## config.mk

```make
export PLATFORM = sky130hd
export DESIGN_NAME = uart_rx_deser_flat
export DESIGN_NICKNAME = d
export VERILOG_FILES = /design/src/rtl/uart_rx_deser_if.sv /design/src/rtl/uart_rx_deser.sv /design/src/flat_wrapper.sv
export SDC_FILE = /design/constraint.sdc
export NUM_CORES = 1
export LEC_CHECK = 0
export ABC_AREA = 1
export CAP_MARGIN = 20
export CORE_AREA = 2 2 71 73
export DETAILED_ROUTE_END_ITERATION = 16
export DIE_AREA = 0 0 73 75
export DONT_BUFFER_PORTS = 1
export PLACE_DENSITY = 0.79
export SLEW_MARGIN = 5
export SYNTH_ARGS = -nofsm -noshare
export SYNTH_HDL_FRONTEND = slang
export SYNTH_SLANG_ARGS = --single-unit
```

## constraint.sdc

```tcl
create_clock -name CLK -period 1.85 [get_ports CLK]
set_input_delay 0.37 -clock CLK [delete_from_list [all_inputs] [get_ports CLK]]
set_output_delay 0.37 -clock CLK [all_outputs]
set_load 0.01 [all_outputs]
```

## src/rtl/uart_rx_deser_if.sv

```systemverilog
// uart_rx_deser_if: serial line, frame configuration and received-byte outputs.
// master drives RX_IN/config and observes results; slave is the receiver.
interface uart_rx_deser_if #(
    parameter int DATA_WIDTH  = 8,
    parameter int PRESC_WIDTH = 6
);
    logic                   RX_IN;
    logic [PRESC_WIDTH-1:0] Prescale;
    logic                   parity_enable;
    logic                   parity_type;
    logic [DATA_WIDTH-1:0]  P_DATA;
    logic                   data_valid;
    logic                   parity_error;
    logic                   framing_error;

    modport master (
        output RX_IN, Prescale, parity_enable, parity_type,
        input  P_DATA, data_valid, parity_error, framing_error
    );

    modport slave (
        input  RX_IN, Prescale, parity_enable, parity_type,
        output P_DATA, data_valid, parity_error, framing_error
    );
endinterface

```

## src/rtl/uart_rx_deser.sv

```systemverilog
// uart_rx_deser: oversampling UART receiver, 3-sample majority vote per bit.
// Ports: CLK, RST (async active-low), bus (slave: line/config in, byte/pulses out).
module uart_rx_deser #(
    parameter int DATA_WIDTH  = 8,
    parameter int PRESC_WIDTH = 6
) (
    input  logic           CLK,
    input  logic           RST,
    uart_rx_deser_if.slave bus
);
    localparam int BW = (DATA_WIDTH > 1) ? $clog2(DATA_WIDTH) : 1;
    localparam logic [BW-1:0] LAST_BIT = BW'(DATA_WIDTH - 1);
    localparam int PW = PRESC_WIDTH;

    typedef enum logic [2:0] {
        S_IDLE, S_START, S_DATA, S_PARITY, S_STOP
    } state_t;

    state_t r_state, w_next;

    logic [PW-1:0]         r_presc;
    logic [PW-1:0]         r_edge;
    logic                  r_par_en;
    logic                  r_par_type;
    logic [BW-1:0]         r_bit_cnt;
    logic [DATA_WIDTH-1:0] r_shift;
    logic [2:0]            r_smp;
    logic                  r_stop;
    logic                  r_par_err;
    logic [DATA_WIDTH-1:0] r_data;
    logic                  r_valid;
    logic                  r_perr;
    logic                  r_ferr;

    logic [PW-1:0] w_half;
    logic          w_maj;
    logic          w_at_vote;
    logic          w_at_last;
    logic          w_start;

    assign w_half    = r_presc >> 1;
    assign w_maj     = (r_smp[0] & r_smp[1]) |
                       (r_smp[0] & r_smp[2]) |
                       (r_smp[1] & r_smp[2]);
    assign w_at_vote = (r_edge == w_half + PW'(2));
    assign w_at_last = (r_edge == r_presc - PW'(1));
    assign w_start   = (r_state == S_IDLE) && !bus.RX_IN;

    assign bus.P_DATA        = r_data;
    assign bus.data_valid    = r_valid;
    assign bus.parity_error  = r_perr;
    assign bus.framing_error = r_ferr;

    always_ff @(posedge CLK or negedge RST) begin
        if (!RST) r_state <= S_IDLE;
        else      r_state <= w_next;
    end

    always_comb begin
        w_next = r_state;
        unique case (r_state)
            S_IDLE:   if (!bus.RX_IN) w_next = S_START;
            S_START: begin
                if (w_at_vote && w_maj) w_next = S_IDLE;
                else if (w_at_last)     w_next = S_DATA;
            end
            S_DATA: begin
                if (w_at_last && r_bit_cnt == LAST_BIT)
                    w_next = r_par_en ? S_PARITY : S_STOP;
            end
            S_PARITY: if (w_at_last) w_next = S_STOP;
            S_STOP:   if (w_at_last) w_next = S_IDLE;
            default:  w_next = S_IDLE;
        endcase
    end

    always_ff @(posedge CLK or negedge RST) begin
        if (!RST) begin
            r_presc    <= '0;
            r_edge     <= '0;
            r_par_en   <= 1'b0;
            r_par_type <= 1'b0;
            r_bit_cnt  <= '0;
            r_shift    <= '0;
            r_smp      <= '0;
            r_stop     <= 1'b0;
            r_par_err  <= 1'b0;
            r_data     <= '0;
            r_valid    <= 1'b0;
            r_perr     <= 1'b0;
            r_ferr     <= 1'b0;
        end else begin
            r_valid <= 1'b0;
            r_perr  <= 1'b0;
            r_ferr  <= 1'b0;

            // The detect cycle is edge 0 of the start bit, so START opens at 1.
            if (w_start) begin
                r_presc    <= bus.Prescale;
                r_par_en   <= bus.parity_enable;
                r_par_type <= bus.parity_type;
                r_par_err  <= 1'b0;
                r_edge     <= PW'(1);
            end else if (r_state != S_IDLE) begin
                if (r_state == S_START && w_at_vote && w_maj)
                    r_edge <= '0;
                else
                    r_edge <= w_at_last ? '0 : r_edge + PW'(1);
            end

            if (r_state != S_IDLE) begin
                if (r_edge == w_half - PW'(1)) r_smp[0] <= bus.RX_IN;
                if (r_edge == w_half)          r_smp[1] <= bus.RX_IN;
                if (r_edge == w_half + PW'(1)) r_smp[2] <= bus.RX_IN;
            end

            if (w_at_vote) begin
                unique case (1'b1)
                    r_state == S_DATA:
                        r_shift <= {w_maj, r_shift[DATA_WIDTH-1:1]};
                    r_state == S_PARITY:
                        r_par_err <= w_maj ^ (^r_shift) ^ r_par_type;
                    r_state == S_STOP:
                        r_stop <= w_maj;
                    default: ;
                endcase
            end

            if (r_state == S_START)
                r_bit_cnt <= '0;
            else if (r_state == S_DATA && w_at_last)
                r_bit_cnt <= r_bit_cnt + BW'(1);

            if (r_state == S_STOP && w_at_last) begin
                if (r_stop && !r_par_err) begin
                    r_data  <= r_shift;
                    r_valid <= 1'b1;
                end
                r_ferr <= !r_stop;
                r_perr <= r_par_err;
            end
        end
    end
endmodule

```

## src/flat_wrapper.sv

```systemverilog
// flat-port wrapper written by rule: the top's interface ports become plain ports
module uart_rx_deser_flat 
#(
    parameter int DATA_WIDTH  = 8,
    parameter int PRESC_WIDTH = 6
)
  (CLK, RST, bus_RX_IN, bus_Prescale, bus_parity_enable, bus_parity_type, bus_P_DATA, bus_data_valid, bus_parity_error, bus_framing_error);
  uart_rx_deser_if #(.DATA_WIDTH(DATA_WIDTH), .PRESC_WIDTH(PRESC_WIDTH)) bus_i ();
  input  logic CLK;
  input  logic RST;
  input wire logic [$bits(bus_i.RX_IN)-1:0] bus_RX_IN;
  input wire logic [$bits(bus_i.Prescale)-1:0] bus_Prescale;
  input wire logic [$bits(bus_i.parity_enable)-1:0] bus_parity_enable;
  input wire logic [$bits(bus_i.parity_type)-1:0] bus_parity_type;
  output wire logic [$bits(bus_i.P_DATA)-1:0] bus_P_DATA;
  output wire logic [$bits(bus_i.data_valid)-1:0] bus_data_valid;
  output wire logic [$bits(bus_i.parity_error)-1:0] bus_parity_error;
  output wire logic [$bits(bus_i.framing_error)-1:0] bus_framing_error;
  assign bus_i.RX_IN = bus_RX_IN;
  assign bus_i.Prescale = bus_Prescale;
  assign bus_i.parity_enable = bus_parity_enable;
  assign bus_i.parity_type = bus_parity_type;
  assign bus_P_DATA = bus_i.P_DATA;
  assign bus_data_valid = bus_i.data_valid;
  assign bus_parity_error = bus_i.parity_error;
  assign bus_framing_error = bus_i.framing_error;
  uart_rx_deser #(.DATA_WIDTH(DATA_WIDTH), .PRESC_WIDTH(PRESC_WIDTH)) u_core (.CLK(CLK), .RST(RST), .bus(bus_i));
endmodule
```

==> metrics.md <==
| Metric | Value |
|---|---|
| Status | `finished with violations` |
| Failing checks | `setup timing` |
| CP most frequent cell | `nand2_1` |
| Max Fclk | `513 MHz` |
| Bufs on Longest Clock Path | `2` |
| Relative slew slack | `0.554` |
| Synth Cell Area | `0.00261 mm^2` |
| Sequential share of the synthesized area | `0.422` |
| Clock slew at reported path FFs | `0.09 ns` |
| Fill count | `318` |
| CP Capture Type | `flop` |
| Die ar. | `0.00548 mm^2` |
| Worst Setup Slack, final | `-0.100 ns` |
| Final std cells w/o fill | `405` |
| Vias per cell | `5.60` |
| Total grt overflow | `0` |
| R2r setup slk | `-0.10 ns` |
| Synth unique cells | `36` |
| Largest net degree at the start of global routing | `45` |
| Drt wl/cell | `15.8 um` |
| Rows | `25` |
| Root Driver | `clkbuf_8` |
| RSZ-0062 raised after global routing | `yes` |
| Core Box Area | `0.00466 mm^2` |
| Worst skew pair latency | `0.30 ns` |
| TritonCTS clock tree | `yes` |
| Nets | `371` |
| Static leakage | `0.00157 uW` |
| Share of post-route cells with drive strength above 1 | `0.291` |
| Vias in the first global route | `2,037` |
| Slowest-stage cell, CP | `dfrtp_1` |
| Antenna Cells | `0` |
| Syn_nets | `345` |
| Syn avg cell area | `8.05 um^2` |
| Required time of the critical path | `2.05 ns` |
| DRC violation count after routing | `0` |
| R2r worst-path depth | `14` |
| Tcrit/Tclk final | `1.05` |
| PortBufs | `0` |
| Cell Chain, Critical Path | `inv_4, ha_4, inv_2, nand2_1, nand2_1, nor2_2, nand3_2, nor2_4, nand2_4, clkinv_4, nand4_4, buf_12, nand2_2, o21ai_2` |
| Total Power | `1810 uW` |
| Setup Crit Path Kind | `flop to flop` |
| Syn Inst Count | `324` |
| Final wirelength | `6390 um` |
| Asr flop ratio synth | `1.00` |
| Worst-Margin Slew | `0.668 ns` |
| DP Cell Count | `390` |
| DIE HEIGHT | `75 um` |
| Yosys warns | `0` |
| Global-route wire length before repair | `9050 um` |
| Post-synth top flop | `dfrtp_1` |
| Largest stage delay, worst path | `0.40 ns` |
| Peak supply drop | `594 uV` |
| Yosys reg bits | `44` |
| Area grow syn2layout | `24.0%` |
| Reg2reg start | `u_core.r_presc[1]` |
| Initial DRC count | `205` |
| Final-report max-slew violation count | `0` |
| HP Start | `bus_parity_enable` |
| Worst hold endpoint | `u_core.r_par_en` |
| Pwr/cell area | `559 mW/mm^2` |
| Clk_skew | `0.00869 ns` |
| Initial antenna violation count | `0` |
| Total CTS buffers | `5` |
| TritonRoute pass-1 iters | `5` |
| Setup violators final | `12` |
| Fin. Hold Viols | `0` |
| RR Endpoint | `u_core.bus.P_DATA[6]` |
| CP max FO | `16` |
| H-tree Lvls | `2` |
| Initial Util | `0.560` |
| Ports | `22` |
| WP data arrival | `2.15 ns` |
| Vias | `2,270` |
| Sink Count | `44` |
| Remaining antenna violation count | `0` |
| Worst setup SP type | `flop` |
| Tightest Hold Check Type | `primary input to flop` |
| DP HPWL | `3930 um` |
| Tmin final | `1.95 ns` |
| Post-synth EDFFs | `0` |
| Total of max-cap violations | `0` |
| Global Route Usage Sum | `0.216` |
| Design area | `0.00323 mm^2` |
| Post-placement cell area | `0.00277 mm^2` |
| Die width | `73 um` |
| WHS Path Cells | `1` |
| RePlAce Congestion | `0.902` |
[cells in the final DEF, fill, tap and decap left out, types with 3 or more instances in the layout]
cell / netlist / layout
nand2_1: 89 / 73
dfrtp_1: 44 / 44
inv_1: 37 / 31
nand2_2: 5 / 17
nand3_1: 24 / 17
nor2_1: 19 / 17
buf_4: 1 / 17
a21oi_1: 13 / 12
xnor2_1: 14 / 12
xor2_1: 11 / 10
o21ai_1: 9 / 10
inv_2: 5 / 8
nand3_2: 1 / 8
o21ai_2: 7 / 7
ha_4: 0 / 6
clkbuf_8: 0 / 6
inv_4: 1 / 4
nand2_4: 0 / 4
o21ai_0: 5 / 4
ha_1: 10 / 4
xnor2_2: 1 / 3
nor3_1: 3 / 3
o22ai_2: 0 / 3
buf_6: 2 / 3
[critical path: cells and delay by family, from the launching register on]
kind	cells	cell delay [ns]
fa+ha+maj	1	0.28
buf+inv	4	0.36
simple gates	8	0.76
compound gates	1	0.05
flops	1	0.40
[per-stage QoR]
stage / worst slack (ns) / hold WS (ns) / util / TNS [ns]
6_report: -0.100 / 0.210 / 0.694 / -0.927
5_1_grt: -0.189 / 0.204 / 0.694 / -2.83
3_5_place_dp: -0.151 / 0.0765 / 0.593 / -1.18
4_1_cts: 0.00143 / 0.210 / 0.635 / 0
3_3_place_gp: -0.0717 / 0.0768 / 0.593 / -0.524
2_1_floorplan: 0.00279 / 0.0744 / - / 0
[per-layer routing]
layer  part of all wire  global-route usage  up-vias
met1               0.43               0.290     1076
li1                   -                   -     1090
met5                  0                   0        -
met4              0.024              0.0844        0
met3              0.071              0.0482       15
met2               0.48               0.343       89
[state kept, by name, indices dropped and copies added (netlist names)]
name / cells
u_core.bus.P_DATA: 8
u_core.r_shift: 8
u_core.r_edge: 6
u_core.r_presc: 6
u_core.r_bit_cnt: 3
u_core.r_smp: 3
u_core.r_state: 3
u_core.bus.data_valid: 1
u_core.bus.framing_error: 1
u_core.bus.parity_error: 1
u_core.r_par_en: 1
u_core.r_par_err: 1
u_core.r_par_type: 1
u_core.r_stop: 1
[final cells by class]
| type | count | area, um^2 | share of cell area |
|---|---|---|---|
| clock buffer | 6 | 82.6 | 0.0255 |
| clock inverter | 2 | 38.8 | 0.0120 |
| inverter | 44 | 180 | 0.0557 |
| multi-input combinational | 232 | 1550 | 0.480 |
| sequential | 44 | 1100 | 0.340 |
| tap | 54 | 67.6 | 0.0209 |
| timing repair buffer | 23 | 211 | 0.0654 |
[how the worst max path moves through the flow]
stage / from / end / slack (ns) / cells past startpoint
6_report: u_core.r_presc[1] / u_core.bus.P_DATA[6] / -0.10 / 14
5_1_grt: u_core.r_presc[1] / u_core.bus.P_DATA[6] / -0.19 / 14
4_1_cts: u_core.r_presc[2] / u_core.r_state[0] / 0.001 / 15
3_5_place_dp: u_core.r_presc[2] / u_core.bus.P_DATA[7] / -0.15 / 13
3_3_place_gp: u_core.r_presc[1] / u_core.bus.P_DATA[5] / -0.07 / 12
2_1_floorplan: u_core.r_presc[1] / u_core.bus.P_DATA[2] / 0.003 / 13
[cells in the mapped netlist, drive strengths merged (4+ instances only)]
cell | count | area, um^2
a21oi | 13 | 65.1
buf | 4 | 35.0
dfrtp | 44 | 1100
ha | 10 | 125
inv | 43 | 164
nand2 | 94 | 365
nand3 | 25 | 130
nor2 | 21 | 88.8
o21ai | 21 | 131
o22ai | 5 | 31.3
xnor2 | 15 | 139
xor2 | 11 | 96.3
[kinds of logic (layout without fill, tap and decap cells)]
logic type                 Yosys count  in the layout  synth area share
and+or+nand+nor                    148            149             0.248
buffers and inverters               49             75            0.0796
AOI/OAI and AO/OA                   45             45             0.104
DFF                                 44             44             0.422
xor gates and xnor gates            26             26            0.0902
adders and majority gates           10             10            0.0480
muxes                                2              2           0.00863
[power by group]
group | leakage, uW | total (uW) | internal, uW | switching (uW)
Clock | 0.0000614 | 795 | 442 | 353
Combinational | 0.000955 | 41.5 | 11.9 | 29.6
Sequential | 0.000554 | 971 | 966 | 4.72
Total | 0.00157 | 1810 | 1420 | 388
[repair_timing]
| action | in CTS | in global routing |
|---|---|---|
| hold endpoints to repair | 44 | 0 |
| hold buffers | 2 | 0 |
| setup buffers | 2 | 3 |
| pin swaps | 1 | 12 |
| endpoints found under the setup margin | 19 | 33 |
| cloned | 0 | 1 |
| gates resized for setup | 6 | 57 |
Note: power is estimated with default switching activity, not from simulation.
